File: config.mk
export PLATFORM = sky130hd
export DESIGN_NAME = cond_mc_ctrl_flat
export DESIGN_NICKNAME = d
export VERILOG_FILES = /design/src/rtl/cond_mc_if.sv /design/src/rtl/cond_mc_ctrl.sv /design/src/flat_wrapper.sv
export SDC_FILE = /design/constraint.sdc
export NUM_CORES = 1
export LEC_CHECK = 0
export CORE_MARGIN = 3
export CORE_UTILIZATION = 51
export DETAILED_ROUTE_END_ITERATION = 8
export GPL_ROUTABILITY_DRIVEN = 0
export PLACE_DENSITY = 0.89
export SYNTH_ARGS = -nofsm -noshare
export SYNTH_HDL_FRONTEND = slang
export SYNTH_SLANG_ARGS = --single-unit
File: constraint.sdc
create_clock -name clk -period 5.7 [get_ports clk]
set_input_delay 0.855 -clock clk [delete_from_list [all_inputs] [get_ports clk]]
set_output_delay 0.855 -clock clk [all_outputs]
set_load 0.02 [all_outputs]
File: src/rtl/cond_mc_if.sv
// Bundle between the conditional-execution sequencer and its datapath/memory side.
// master = sequencer, slave = datapath, instruction register and memory port.
interface cond_mc_if;
    logic [2:0]  cond;
    logic [1:0]  op;
    logic        s_l;
    logic [3:0]  alu_flags;
    logic        mem_rdy;

    logic        mem_req;
    logic        mem_write;
    logic        adr_src;
    logic [1:0]  alu_src_b;
    logic [1:0]  result_src;
    logic        ir_write;
    logic        pc_write;
    logic        reg_write;
    logic [3:0]  flags_q;
    logic        illegal;
    logic [15:0] retired_cnt;
    logic [15:0] skipped_cnt;

    modport master (
        input  cond, op, s_l, alu_flags, mem_rdy,
        output mem_req, mem_write, adr_src, alu_src_b, result_src,
               ir_write, pc_write, reg_write, flags_q, illegal,
               retired_cnt, skipped_cnt
    );

    modport slave (
        output cond, op, s_l, alu_flags, mem_rdy,
        input  mem_req, mem_write, adr_src, alu_src_b, result_src,
               ir_write, pc_write, reg_write, flags_q, illegal,
               retired_cnt, skipped_cnt
    );
endinterface

File: src/rtl/cond_mc_ctrl.sv
// Multicycle sequencer for conditionally executed instructions; owns the NZCV
// flag register and the retired/skipped instruction counters.
module cond_mc_ctrl (
    input  logic          clk,
    input  logic          rst_n,
    cond_mc_if.master     bus
);

    localparam logic [3:0] S_FETCH   = 4'd0;
    localparam logic [3:0] S_DECODE  = 4'd1;
    localparam logic [3:0] S_MEMADR  = 4'd2;
    localparam logic [3:0] S_MEM_RD  = 4'd3;
    localparam logic [3:0] S_MEM_WR  = 4'd4;
    localparam logic [3:0] S_EXEC_DP = 4'd5;
    localparam logic [3:0] S_WB_ALU  = 4'd6;
    localparam logic [3:0] S_WB_MEM  = 4'd7;
    localparam logic [3:0] S_BRANCH  = 4'd8;

    logic [3:0]  state_q, state_d;
    logic [3:0]  flags_q, flags_d;
    logic [15:0] retired_cnt_q, retired_cnt_d;
    logic [15:0] skipped_cnt_q, skipped_cnt_d;

    logic cond_ok;
    logic cond_defined;
    logic illegal_insn;
    logic retire;
    logic skip;

    logic flag_n, flag_z, flag_v;
    assign flag_n = flags_q[3];
    assign flag_z = flags_q[2];
    assign flag_v = flags_q[0];

    // Condition is judged against the stored flags, never the live ALU flags.
    always_comb begin
        // NOTE: every always_comb output gets a default first so no path infers a latch.
        cond_ok      = 1'b0;
        cond_defined = 1'b1;
        case (bus.cond)
            3'b000:  cond_ok = flag_z;
            3'b001:  cond_ok = flag_n;
            3'b010:  cond_ok = ~flag_z & (flag_n == flag_v);
            3'b111:  cond_ok = 1'b1;
            default: cond_defined = 1'b0;
        endcase
    end

    assign illegal_insn = ~cond_defined | (bus.op == 2'b11);

    always_comb begin
        state_d = state_q;
        case (state_q)
            S_FETCH:   if (bus.mem_rdy) state_d = S_DECODE;
            S_DECODE: begin
                if (illegal_insn || !cond_ok) begin
                    state_d = S_FETCH;
                end else begin
                    case (bus.op)
                        2'b00:   state_d = S_EXEC_DP;
                        2'b01:   state_d = S_MEMADR;
                        2'b10:   state_d = S_BRANCH;
                        default: state_d = S_FETCH;
                    endcase
                end
            end
            S_EXEC_DP: state_d = S_WB_ALU;
            S_WB_ALU:  state_d = S_FETCH;
            S_MEMADR:  state_d = bus.s_l ? S_MEM_RD : S_MEM_WR;
            S_MEM_RD:  if (bus.mem_rdy) state_d = S_WB_MEM;
            S_WB_MEM:  state_d = S_FETCH;
            S_MEM_WR:  if (bus.mem_rdy) state_d = S_FETCH;
            S_BRANCH:  state_d = S_FETCH;
            default:   state_d = S_FETCH;
        endcase
    end

    assign retire = (state_q == S_WB_ALU) || (state_q == S_WB_MEM) ||
                    (state_q == S_BRANCH) ||
                    ((state_q == S_MEM_WR) && bus.mem_rdy);
    assign skip   = (state_q == S_DECODE) && (illegal_insn || !cond_ok);

    always_comb begin
        flags_d = flags_q;
        if (state_q == S_EXEC_DP && bus.s_l) flags_d = bus.alu_flags;
    end

    // Retire and skip are mutually exclusive by state, so the counters never race.
    assign retired_cnt_d = retired_cnt_q + {15'd0, retire};
    assign skipped_cnt_d = skipped_cnt_q + {15'd0, skip};

    always_ff @(posedge clk or negedge rst_n) begin
        if (!rst_n) begin
            state_q       <= S_FETCH;
            flags_q       <= 4'd0;
            retired_cnt_q <= 16'd0;
            skipped_cnt_q <= 16'd0;
        end else begin
            // NOTE: sequential state uses non-blocking assignments so every register samples pre-edge values.
            state_q       <= state_d;
            flags_q       <= flags_d;
            retired_cnt_q <= retired_cnt_d;
            skipped_cnt_q <= skipped_cnt_d;
        end
    end

    // Strobes are qualified by rst_n so a pending request drops the instant reset asserts.
    always_comb begin
        bus.mem_req    = 1'b0;
        bus.mem_write  = 1'b0;
        bus.adr_src    = 1'b0;
        bus.alu_src_b  = 2'b00;
        bus.result_src = 2'b00;
        bus.ir_write   = 1'b0;
        bus.pc_write   = 1'b0;
        bus.reg_write  = 1'b0;
        bus.illegal    = 1'b0;
        case (state_q)
            S_FETCH: begin
                bus.mem_req    = rst_n;
                bus.alu_src_b  = 2'b10;
                bus.result_src = 2'b10;
                bus.ir_write   = rst_n & bus.mem_rdy;
                bus.pc_write   = rst_n & bus.mem_rdy;
            end
            S_DECODE:  bus.illegal = rst_n & illegal_insn;
            S_MEMADR:  bus.alu_src_b = 2'b01;
            S_MEM_RD: begin
                bus.mem_req = rst_n;
                bus.adr_src = 1'b1;
            end
            S_MEM_WR: begin
                bus.mem_req   = rst_n;
                bus.mem_write = rst_n;
                bus.adr_src   = 1'b1;
            end
            S_WB_ALU: begin
                bus.reg_write  = rst_n;
                bus.result_src = 2'b00;
            end
            S_WB_MEM: begin
                bus.reg_write  = rst_n;
                bus.result_src = 2'b01;
            end
            S_BRANCH: begin
                bus.alu_src_b  = 2'b01;
                bus.result_src = 2'b10;
                bus.pc_write   = rst_n;
            end
            default: ;
        endcase
    end

    assign bus.flags_q     = flags_q;
    assign bus.retired_cnt = retired_cnt_q;
    assign bus.skipped_cnt = skipped_cnt_q;

endmodule

File: src/flat_wrapper.sv
// flat-port wrapper written by rule: the top's interface ports become plain ports
module cond_mc_ctrl_flat 
  (clk, rst_n, bus_cond, bus_op, bus_s_l, bus_alu_flags, bus_mem_rdy, bus_mem_req, bus_mem_write, bus_adr_src, bus_alu_src_b, bus_result_src, bus_ir_write, bus_pc_write, bus_reg_write, bus_flags_q, bus_illegal, bus_retired_cnt, bus_skipped_cnt);
  cond_mc_if bus_i ();
  input  logic clk;
  input  logic rst_n;
  input wire logic [$bits(bus_i.cond)-1:0] bus_cond;
  input wire logic [$bits(bus_i.op)-1:0] bus_op;
  input wire logic [$bits(bus_i.s_l)-1:0] bus_s_l;
  input wire logic [$bits(bus_i.alu_flags)-1:0] bus_alu_flags;
  input wire logic [$bits(bus_i.mem_rdy)-1:0] bus_mem_rdy;
  output wire logic [$bits(bus_i.mem_req)-1:0] bus_mem_req;
  output wire logic [$bits(bus_i.mem_write)-1:0] bus_mem_write;
  output wire logic [$bits(bus_i.adr_src)-1:0] bus_adr_src;
  output wire logic [$bits(bus_i.alu_src_b)-1:0] bus_alu_src_b;
  output wire logic [$bits(bus_i.result_src)-1:0] bus_result_src;
  output wire logic [$bits(bus_i.ir_write)-1:0] bus_ir_write;
  output wire logic [$bits(bus_i.pc_write)-1:0] bus_pc_write;
  output wire logic [$bits(bus_i.reg_write)-1:0] bus_reg_write;
  output wire logic [$bits(bus_i.flags_q)-1:0] bus_flags_q;
  output wire logic [$bits(bus_i.illegal)-1:0] bus_illegal;
  output wire logic [$bits(bus_i.retired_cnt)-1:0] bus_retired_cnt;
  output wire logic [$bits(bus_i.skipped_cnt)-1:0] bus_skipped_cnt;
  assign bus_i.cond = bus_cond;
  assign bus_i.op = bus_op;
  assign bus_i.s_l = bus_s_l;
  assign bus_i.alu_flags = bus_alu_flags;
  assign bus_i.mem_rdy = bus_mem_rdy;
  assign bus_mem_req = bus_i.mem_req;
  assign bus_mem_write = bus_i.mem_write;
  assign bus_adr_src = bus_i.adr_src;
  assign bus_alu_src_b = bus_i.alu_src_b;
  assign bus_result_src = bus_i.result_src;
  assign bus_ir_write = bus_i.ir_write;
  assign bus_pc_write = bus_i.pc_write;
  assign bus_reg_write = bus_i.reg_write;
  assign bus_flags_q = bus_i.flags_q;
  assign bus_illegal = bus_i.illegal;
  assign bus_retired_cnt = bus_i.retired_cnt;
  assign bus_skipped_cnt = bus_i.skipped_cnt;
  cond_mc_ctrl u_core (.clk(clk), .rst_n(rst_n), .bus(bus_i));
endmodule
# Word level (Yosys, flattened, before mapping)
# Index checks and enable logic that the tools add are counted.
# word_totals
output_inout_bits,47
ff_bits,40
word_cells,66
input_bits,13
# op_classes
n_eq_ne,18
mux,18
bitwise,6
add_sub_neg,2
n_reduce_logical,18
# op_table
cell,count
$add 16x1->16,2
$pmux 4 s6,1
$eq 4x3->1 const B,4
$mux 4,4
$pmux 4 s3,1
$eq 4x2->1 const B,2
$pmux 2 s2,2
$reduce_or 2->1,4
$mux 1,7
$ne 2x2->1 const B,3
$eq 2x2->1 const B,2
$eq 4x1->1 const B,1
$eq 4x4->1 const B,1
$logic_not 4->1,1
$logic_or 1x1->1,4
$pmux 1 s4,1
$reduce_or 4->1,1
$and 1x1->1,3
$eq 3x1->1 const B,1
$eq 3x2->1 const B,1
$eq 3x3->1 const B,1
$logic_and 1x1->1,3
$logic_not 3->1,1
$mux 3,1
9 further kinds,10

# Logic depth before layout (Yosys ltp)
# Gate-level depths: netlist (run 1).
# depth
depth_word,8
ltp_mapped,10
ltp_nobuf,8

# Least setup slack after synthesis (run 1)
# No wires, ideal clock.
# synth_timing
path_kind,input -> register
start,input bus_cond[1]
end,register u_core.skipped_cnt_q[10] (netlist: u_core.bus.skipped_cnt[10])
setup_ns,0.130
n_path_buf,0
t_arrival_ns,2.333
slack_ns,3.237
cell_stages,8
t_required_ns,5.570
path_cell_list,nor2b_1 a211oi_1 o31a_1 ha_1 ha_1 and3_2 nand4_1 xnor2_1
# synth_between
elab_chain_cells,8
word_cells_on_any_way,13
classes_between,add/sub (1); eq/ne (3); mux (2); bitwise (2); reduce/logical (5)
# synth_lines
element,line_no,source
"start, declared",flat_wrapper.sv:7,input wire logic [$bits(bus_i.cond)-1:0] bus_cond;
"$eq 3x1->1, or another cell as far along",cond_mc_ctrl.sv:40,case (bus.cond)
$reduce_or 4->1 (no source line),-,
$mux 1,cond_mc_ctrl.sv:40,
$not 1->1,cond_mc_ctrl.sv:49,assign illegal_insn = ~cond_defined | (bus.op == 2'b11);
$or 1x1->1,cond_mc_ctrl.sv:49,
$logic_or 1x1->1 *,cond_mc_ctrl.sv:81,assign skip = (state_q == S_DECODE) && (illegal_insn || !cond_ok);
$logic_and 1x1->1 *,cond_mc_ctrl.sv:81,
$add 16x1->16 *,cond_mc_ctrl.sv:90,"assign skipped_cnt_d = skipped_cnt_q + {15'd0, skip};"
named net u_core.skipped_cnt_d[10],cond_mc_ctrl.sv:22,"logic [15:0] skipped_cnt_q, skipped_cnt_d;"
"end signal, assigned",cond_mc_ctrl.sv:103,skipped_cnt_q <= skipped_cnt_d;
"end, declared",cond_mc_ctrl.sv:22,
# The timed path passes the listed nets; every way through them passes the cells marked *.
# A chain may end at the register's enable or synchronous reset.

# Final worst setup path (run 1)
# layout_timing
start,input bus_cond[1]
end,output bus_illegal
# layout_between
elab_chain_cells,7
word_cells_on_any_way,10
classes_between,eq/ne (3); mux (2); bitwise (3); reduce/logical (2)
# layout_lines
element,line_no,source
"$eq 3x1->1, or another cell as far along",cond_mc_ctrl.sv:40,
$reduce_or 4->1 (no source line) *,-,
$mux 1 *,cond_mc_ctrl.sv:40,
$not 1->1 *,cond_mc_ctrl.sv:49,
$or 1x1->1 *,cond_mc_ctrl.sv:49,
$and 1x1->1 *,cond_mc_ctrl.sv:126,S_DECODE: bus.illegal = rst_n & illegal_insn;
$mux 1 *,cond_mc_ctrl.sv:118,case (state_q)
"end, declared",flat_wrapper.sv:21,output wire logic [$bits(bus_i.illegal)-1:0] bus_illegal;
# Mark *: on every way between the ends. The rest lies on a longest branch, timed or not.

==> results of run 1 <==
==> final timing paths <==
check,end,cells past startpoint
max,bus_illegal,5
min,u_core.bus.retired_cnt[15],1
max reg2reg,u_core.bus.skipped_cnt[10],7
min reg2reg,u_core.bus.retired_cnt[15],1
max in group asynchronous,u_core.bus.skipped_cnt[13],2
min in group asynchronous,u_core.bus.skipped_cnt[9],1
==> cells in the mapped netlist (3+ instances only) <==
cell	instances	area (µm²)
nand3_1	13	65.1
dfrtp_1	40	1000
ha_1	4	50.1
nand4_1	6	37.5
a21oi_1	3	15.0
nor2_1	7	26.3
xor2_1	7	61.3
and4_1	3	26.3
mux2_2	4	45.0
xnor2_1	23	201
buf_2	4	20.0
nand2_1	7	26.3
and3_1	11	68.8
nor2b_1	6	37.5
==> registers in the layout, indices dropped and copies added, names as in the netlist <==
register,flops
u_core.bus.flags_q,4
u_core.bus.retired_cnt,16
u_core.bus.skipped_cnt,16
u_core.state_q,4
==> power by group through the flow <==
stage	Combinational (mW)	Clock, mW	Sequential, mW
detailed placement	0.398	0	0.420
finish	0.394	0.188	0.416
global placement	0.386	0	0.419
CTS	0.399	0.190	0.416
global route	0.419	0.207	0.429
floorplan	0.185	0	0.451
==> stage by stage <==
stage / setup WS [ps] / utilization / hold slack (ps)
after floorplan: 3240 / - / 559
after global placement: 2350 / 0.706 / 461
after detailed placement: 2290 / 0.706 / 461
after CTS: 2280 / 0.731 / 477
after global routing: 2180 / 0.731 / 495
final: 2280 / 0.731 / 474
==> routing by layer <==
metal / vias to the layer above / wire (µm) / track usage
li1: 746 / - / -
met1: 729 / 1880 / 0.248
met2: 46 / 2000 / 0.288
met3: 2 / 197 / 0.0437
met4: 0 / 14 / 0.0412
met5: - / 0 / 0
==> cell type report <==
class | count | area [µm²]
timing repair buffer | 60 | 593
inverter | 2 | 7.51
sequential | 40 | 1000
clock inverter | 3 | 23.8
tap | 48 | 60.1
fill | 273 | 1010
multi-input combinational | 126 | 981
clock buffer | 5 | 68.8
==> worst register-to-register path: stages (launching register included) <==
cell and delay, ps:
dfrtp_1 550, nor4b_4 470, o31a_1 200, ha_1 270
ha_1 270, and3_2 250, nand4_1 130, xnor2_1 150
==> cell families after synthesis <==
logic type / count (synthesis)
adder cells (fa/ha/maj): 4
multiplexers: 5
flip-flops: 40
XOR/XNOR: 30
buffers and inverters: 8
AND/OR/NAND/NOR: 69
AO/OA/AOI/OAI: 18
==> run summary, run 1 <==
core area: 3740 µm²
CTS Sinks: 40
Synth Area in Compound Gates: 0.0677
DRT iter0 DRCs: 87
fraction of the mapped netlist area in simple logic gates: 0.234
Cell variety after synth: 41
#FFs+latches synth: 40
Worst Hold Class: reg -> reg
worst ir drop on vdd: 0.000406 V
wire per inst: 14.4 µm
Adder-Cell Fraction of Synth Area: 0.0246
share of cells above drive strength 1: 0.110
Skew-Pair Late Insertion Delay: 290 ps
XOR/XNOR share of the synthesized area: 0.129
main combinational cell family by area after synthesis: simple AND/OR/NAND/NOR gates
Setup CP Type: in -> out
Synth warnings: 0
vias in the first global route: 1519
Post-synth top flop: dfrtp_1
First-pass DRT Iterations: 4
min-delay src: u_core.bus.retired_cnt[15]
DR vias: 1523
crit path DAT: 2560 ps
Post-synth EDFFs: 0
Setup Viol. Count Final: 0
Critical Path Max Stage Delay: 600 ps
# diodes: 0
initial antenna violation count: 0
RSZ-0062 raised after global routing: false
crit end category: output port
Max Slew Vio Count: 0
r2r setup slk: 3310 ps
Initial Util: 0.543
first-pass GRT wire length: 7170 µm
via-per-instance ratio: 5.36
Rows: 22
Inst Count DP: 276
gr usage total: 0.180
Tcrit/Tclk final: 0.600
io pins: 60
Die Wd: 69.1 µm
Worst-path clk slew: 90 ps
worst-path fanout max: 6
Root Buffer: clkbuf_8
critical path startpoint: bus_cond[1]
Slew HR: 0.682
Tot Pwr: 998 µW
switching share of power: 0.365
DP Area: 2640 µm²
Slew @ Worst Pin: 477 ps
reg2reg start: u_core.state_q[1]
Die Y: 69.1 µm
largest net degree at the start of global routing: 30
Post-CTS Setup Inserts: 0
final cell count without fillers: 284
commonest non-fill, non-tap cell in the layout: clkdlybuf4s50_1
shortest period the worst path allows: 3420 ps
combinational share of power: 0.395
port buffer count: 59
synthesized area per cell: 11.7 µm²
DRC: 0
Post-CTS Hold Buffers: 0
Reg power frac: 0.417
switching power: 365 µW
P_leak: 1.20 nW
gr ovfl total: 0
synthesized net count: 191
DRT Wirelength: 4100 µm
status: complete, no violations
Final Skew: 13.4 ps
final net count: 252
internal power: 634 µW
CP top delay family: buffers and inverters
critical path required time: 4850 ps
slowest CP cell: clkdlybuf4s50_1
TritonCTS clock tree: built
Syn Inst Count: 174
Worst Path Buf+Inv: 2
Die ar.: 4780 µm²
Fin. Hold Viols: 0
Num CTS Buffers: 5
mapped cell area: 2030 µm²
# Max-Cap Violations: 0
post-synthesis async set-or-reset flop share: 1.00
P&R area growth vs syn: 34.6%
cells along the critical path: clkdlybuf4s50_1 > and3_1 > o21ai_0 > and3_1 > clkdlybuf4s50_1
post-CTS sizing: 0
fin area: 2740 µm²
Clk pwr share: 0.188
Final ANT Viol Nets: 0
post-synthesis sequential area ratio: 0.493
detailed placer's ending HPWL: 3120 µm
commonest cells after routing, fill and taps aside: 58 x clkdlybuf4s50_1, 40 x dfrtp_1, 23 x xnor2_1
CP Launch Type: input port
final setup TNS: 0 ps
pwr dens: 365 nW/µm²
maximum root-to-sink buffer count: 2
mux cell area share after synthesis: 0.0271
H-tree Lvls: 2
Fmax: 0.293 GHz
(Power assumes the default switching activity.)
==> run 2: changes to the inputs <==
CORE_UTILIZATION = 42   (was 51)
PLACE_DENSITY = 0.79   (was 0.89)
clock period = 2.91 ns   (was 5.7 ns; I/O delays follow)
==> run summary, run 2 (synthesis gave the netlist of run 1 again) <==
worst ir drop on vdd: 0.000593 V (was 0.000406 V)
share of cells above drive strength 1: 0.113 (was 0.110)
largest net degree at the start of global routing: 36 (was 30)
critical path required time: 2470 ps (was 4850 ps)
P&R area growth vs syn: 35.7% (was 34.6%)
Fin. Hold Viols: 0 (unchanged)
H-tree Lvls: 2 (unchanged)
Final Skew: 7.23 ps (was 13.4 ps)
Fmax: 0.384 GHz
Die Wd: 75.6 µm (was 69.1 µm)
Critical Path Max Stage Delay: 600 ps (about the same)
Worst-path clk slew: 80 ps (was 90 ps)
DP Area: 2660 µm² (was 2640 µm²)
Final ANT Viol Nets: 0 (unchanged)
Tot Pwr: 1.96 mW (was 998 µW)
vias in the first global route: 1478 (was 1519)
P_leak: 1.22 nW (was 1.20 nW)
Root Buffer: clkbuf_8 (unchanged)
cells along the critical path: nor2b_1 > mux2i_1 > nor2_1 > o21a_1 > clkdlybuf4s50_1 (was clkdlybuf4s50_1 > and3_1 > o21ai_0 > and3_1 > clkdlybuf4s50_1)
wire per inst: 13.4 µm (was 14.4 µm)
Setup Viol. Count Final: 0 (unchanged)
worst-path fanout max: 13 (was 6)
crit path DAT: 2170 ps (was 2560 ps)
Setup CP Type: reg -> out (was in -> out)
gr ovfl total: 0 (unchanged)
Initial Util: 0.451 (was 0.543)
# Max-Cap Violations: 0 (unchanged)
first-pass GRT wire length: 6500 µm (was 7170 µm)
First-pass DRT Iterations: 4 (unchanged)
RR Endpoint: u_core.bus.retired_cnt[14] (was u_core.bus.skipped_cnt[10])
Worst Hold Class: reg -> reg (unchanged)
DRT iter0 DRCs: 51 (was 87)
RSZ-0062 raised after global routing: false (unchanged)
CP Launch Type: flop (was input port)
TritonCTS clock tree: built (unchanged)
commonest cells after routing, fill and taps aside: 58 x clkdlybuf4s50_1, 40 x dfrtp_1, 23 x xnor2_1 (unchanged)
final net count: 254 (was 252)
Die Y: 75.6 µm (was 69.1 µm)
Num CTS Buffers: 5 (unchanged)
DR vias: 1521 (was 1523)
post-CTS sizing: 0 (unchanged)
fin area: 2760 µm² (was 2740 µm²)
Skew-Pair Late Insertion Delay: 290 ps (about the same)
commonest non-fill, non-tap cell in the layout: clkdlybuf4s50_1 (unchanged)
Tcrit/Tclk final: 0.895
Die ar.: 5710 µm² (was 4780 µm²)
io pins: 60 (unchanged)
r2r setup slk: 680 ps (was 3310 ps)
maximum root-to-sink buffer count: 2 (unchanged)
WHS Path Cells: 1 (unchanged)
via-per-instance ratio: 5.24 (was 5.36)
Slew HR: 0.668 (was 0.682)
core area: 4500 µm² (was 3740 µm²)
detailed placer's ending HPWL: 2880 µm (was 3120 µm)
CTS Sinks: 40 (unchanged)
min-delay src: u_core.bus.skipped_cnt[15] (was u_core.bus.retired_cnt[15])
status: complete, no violations (unchanged)
DRT Wirelength: 3890 µm (was 4100 µm)
final setup TNS: 0 ps (unchanged)
Post-CTS Hold Buffers: 1 (was 0)
# diodes: 0 (unchanged)
Worst Hold Path EP: u_core.bus.skipped_cnt[15] (was u_core.bus.retired_cnt[15])
Max Slew Vio Count: 0 (unchanged)
Rows: 24 (was 22)
initial antenna violation count: 0 (unchanged)
reg2reg start: u_core.state_q[2] (was u_core.state_q[1])
gr usage total: 0.147 (was 0.180)
pwr dens: 711 nW/µm² (was 365 nW/µm²)
Reg2Reg Depth: 8 (was 7)
DRC: 0 (unchanged)
final core area utilization: 0.612 (was 0.731)
Slew @ Worst Pin: 498 ps (was 477 ps)
shortest period the worst path allows: 2610 ps
crit end category: output port (unchanged)
slowest CP cell: dfrtp_1 (was clkdlybuf4s50_1)
Post-CTS Setup Inserts: 0 (unchanged)
port buffer count: 59 (unchanged)
## run 2: cell types whose count changed in the layout (fill, tap and decap cells not counted), sizes merged
cell         change
buf              +1
clkinvlp         -2
clkbuf           +1
dlygate4sd3      +1
clkinv           +1
## run 2: through the flow
stage | setup WS (ps) | std cells | hold slack, ps
after floorplan | 834 | 174 | 141
final | 304 | 290 | 480
after global placement | 371 | 281 | 312
after global routing | 121 | 290 | 499
after detailed placement | 270 | 281 | 309
after CTS | 280 | 290 | 476
## run 2: worst max-delay path by stage
stage	depth (start not counted)	startpoint	slack [ps]	end
floorplan	8	u_core.bus.flags_q[3]	830	u_core.bus.skipped_cnt[10]
global placement	9	bus_cond[1]	370	u_core.bus.skipped_cnt[10]
detailed placement	9	bus_cond[1]	270	u_core.bus.skipped_cnt[10]
CTS	5	u_core.state_q[1]	280	bus_mem_req
global route	5	u_core.state_q[1]	120	bus_mem_req
finish	5	u_core.state_q[1]	300	bus_mem_req
## run 2: routing by layer
layer	up-vias	share of wire	GRT usage
met5	-	0	0
met4	0	0.014	0.0641
met3	6	0.049	0.0343
met2	43	0.46	0.236
met1	719	0.48	0.192
li1	753	-	-
## run 2: final cells by class
cell class,instances,area [µm²]
Timing Repair Buffer,62,611
Inverter,2,7.51
Clock buffer,6,82.6
Multi-Input combinational cell,126,981
Clock inverter,2,10.0
Fill cell,380,1750
Tap cell,52,65.1
Sequential cell,40,1000
## run 2: critical path, delay by kind of cell, from the launching register on
kind                   cells  cell delay (ps)
muxes                      1              120
and+or+nand+nor            2              450
DFF                        1              600
AOI/OAI and AO/OA          1              120
buffers and inverters      1              590
## run 2: power breakdown
part	switching (mW)	total [mW]	internal (mW)
registers	0.148	0.810	0.662
clock network	0.189	0.379	0.189
logic	0.359	0.772	0.413
==> run 3: changes to the inputs <==
CORE_MARGIN = not set   (was 3)
==> run summary, run 3 (synthesis gave the netlist of run 1 again) <==
status: complete, no violations (unchanged)
DRT iter0 DRCs: 81 (was 51)
io pins: 60 (unchanged)
worst ir drop on vdd: 0.000598 V (was 0.000593 V)
# diodes: 0 (unchanged)
Final Skew: 7.08 ps (was 7.23 ps)
Die ar.: 5120 µm² (was 5710 µm²)
Skew-Pair Late Insertion Delay: 290 ps (about the same)
Post-CTS Hold Buffers: 0 (was 1)
cells along the critical path: nor2b_1 > mux2i_1 > nor2_1 > o21a_1 > clkdlybuf4s50_1 (unchanged)
Post-CTS Setup Inserts: 0 (unchanged)
Initial Util: 0.451 (unchanged)
Worst-path clk slew: 90 ps (was 80 ps)
pwr dens: 738 nW/µm² (was 711 nW/µm²)
largest net degree at the start of global routing: 27 (was 36)
P&R area growth vs syn: 36.3% (was 35.7%)
DP Area: 2660 µm² (unchanged)
Slew @ Worst Pin: 488 ps (was 498 ps)
CP top delay family: flip-flops (unchanged)
P_leak: 1.22 nW (about the same)
wire per inst: 13.4 µm (about the same)
DRT Wirelength: 3890 µm (about the same)
final setup TNS: 0 ps (unchanged)
DRC: 0 (unchanged)
Tcrit/Tclk final: 0.912 (was 0.895)
TritonCTS clock tree: built (unchanged)
DR vias: 1543 (was 1521)
shortest period the worst path allows: 2650 ps (was 2610 ps)
port buffer count: 59 (unchanged)
Rows: 24 (unchanged)
Worst Path Buf+Inv: 1 (unchanged)
RSZ-0062 raised after global routing: false (unchanged)
core area: 4500 µm² (unchanged)
Num CTS Buffers: 5 (unchanged)
detailed placer's ending HPWL: 2830 µm (was 2880 µm)
CP Launch Type: flop (unchanged)
via-per-instance ratio: 5.34 (was 5.24)
first-pass GRT wire length: 6580 µm (was 6500 µm)
Critical Path Max Stage Delay: 630 ps (was 600 ps)
fin area: 2770 µm² (was 2760 µm²)
gr ovfl total: 0 (unchanged)
Setup Viol. Count Final: 0 (unchanged)
Setup CP Type: reg -> out (unchanged)
initial antenna violation count: 0 (unchanged)
commonest cells after routing, fill and taps aside: 58 x clkdlybuf4s50_1, 40 x dfrtp_1, 23 x xnor2_1 (unchanged)
vias in the first global route: 1438 (was 1478)
# Max-Cap Violations: 0 (unchanged)
Fmax: 0.377 GHz (was 0.384 GHz)
First-pass DRT Iterations: 4 (unchanged)
post-CTS sizing: 0 (unchanged)
maximum root-to-sink buffer count: 2 (unchanged)
H-tree Lvls: 2 (unchanged)
Worst Hold Class: in -> async (was reg -> reg)
final net count: 253 (was 254)
slowest CP cell: dfrtp_1 (unchanged)
commonest non-fill, non-tap cell in the layout: clkdlybuf4s50_1 (unchanged)
gr usage total: 0.163 (was 0.147)
Max Slew Vio Count: 0 (unchanged)
Die Y: 71.6 µm (was 75.6 µm)
share of cells above drive strength 1: 0.114 (was 0.113)
CTS Sinks: 40 (unchanged)
Fin. Hold Viols: 0 (unchanged)
hold_ws: 67.7 ps (was 480 ps)
worst-path fanout max: 13 (unchanged)
Final ANT Viol Nets: 0 (unchanged)
Root Buffer: clkbuf_8 (unchanged)
Die Wd: 71.6 µm (was 75.6 µm)
crit end category: output port (unchanged)
Slew HR: 0.675 (was 0.668)
crit path DAT: 2220 ps (was 2170 ps)
critical path required time: 2470 ps (about the same)
critical path startpoint: u_core.state_q[1] (unchanged)
reg2reg start: u_core.state_q[2] (unchanged)
-- run 3: worst reg2reg max path, cell delays in order, from the launching register on --
cell,delay [ps]
dfrtp_1,560
nor2b_4,270
a22oi_1,100
o21ai_0,170
ha_1,230
ha_1,220
and3_1,290
nand4_1,150
xnor2_1,140
-- run 3: metrics by stage --
| step | worst slack, ps | std cells | util | power [mW] |
|---|---|---|---|---|
| finish | 256 | 289 | 0.615 | 2.04 |
| global route | 136 | 289 | 0.615 | 2.15 |
| CTS | 255 | 289 | 0.615 | 2.07 |
| detailed placement | 300 | 281 | 0.589 | 1.59 |
| global placement | 370 | 281 | 0.589 | 1.58 |
| floorplan | 834 | 174 | - | 1.24 |
-- run 3: power by group --
| part | internal [mW] | switching, mW |
|---|---|---|
| clock | 0.258 | 0.207 |
| sequential | 0.662 | 0.151 |
| combinational | 0.411 | 0.355 |
| total | 1.33 | 0.713 |
-- run 3: worst paths after layout --
kind	depth (start not counted)	end	slack [ps]
setup / recovery	5	bus_mem_req	260
hold / removal	1	u_core.bus.retired_cnt[13]	70
setup reg to reg	8	u_core.bus.retired_cnt[12]	680
hold reg to reg	1	u_core.bus.retired_cnt[15]	470
max in group asynchronous	2	u_core.bus.skipped_cnt[1]	2150
min in group clk	1	u_core.bus.retired_cnt[15]	470
-- run 3: final cells by class --
cell class | count | area [µm²]
clock buffer | 5 | 68.8
timing repair buffer | 61 | 601
tap | 52 | 65.1
inverter | 2 | 7.51
multi-input combinational | 126 | 981
clock inverter | 3 | 46.3
sequential | 40 | 1000
fill | 384 | 1730
-- run 3: layer usage --
layer,up-vias,global-route usage,routed length [µm]
met5,-,0,0
met4,0,0.0523,39
met3,4,0.0436,198
met2,45,0.254,1770
met1,745,0.222,1880
li1,749,-,-
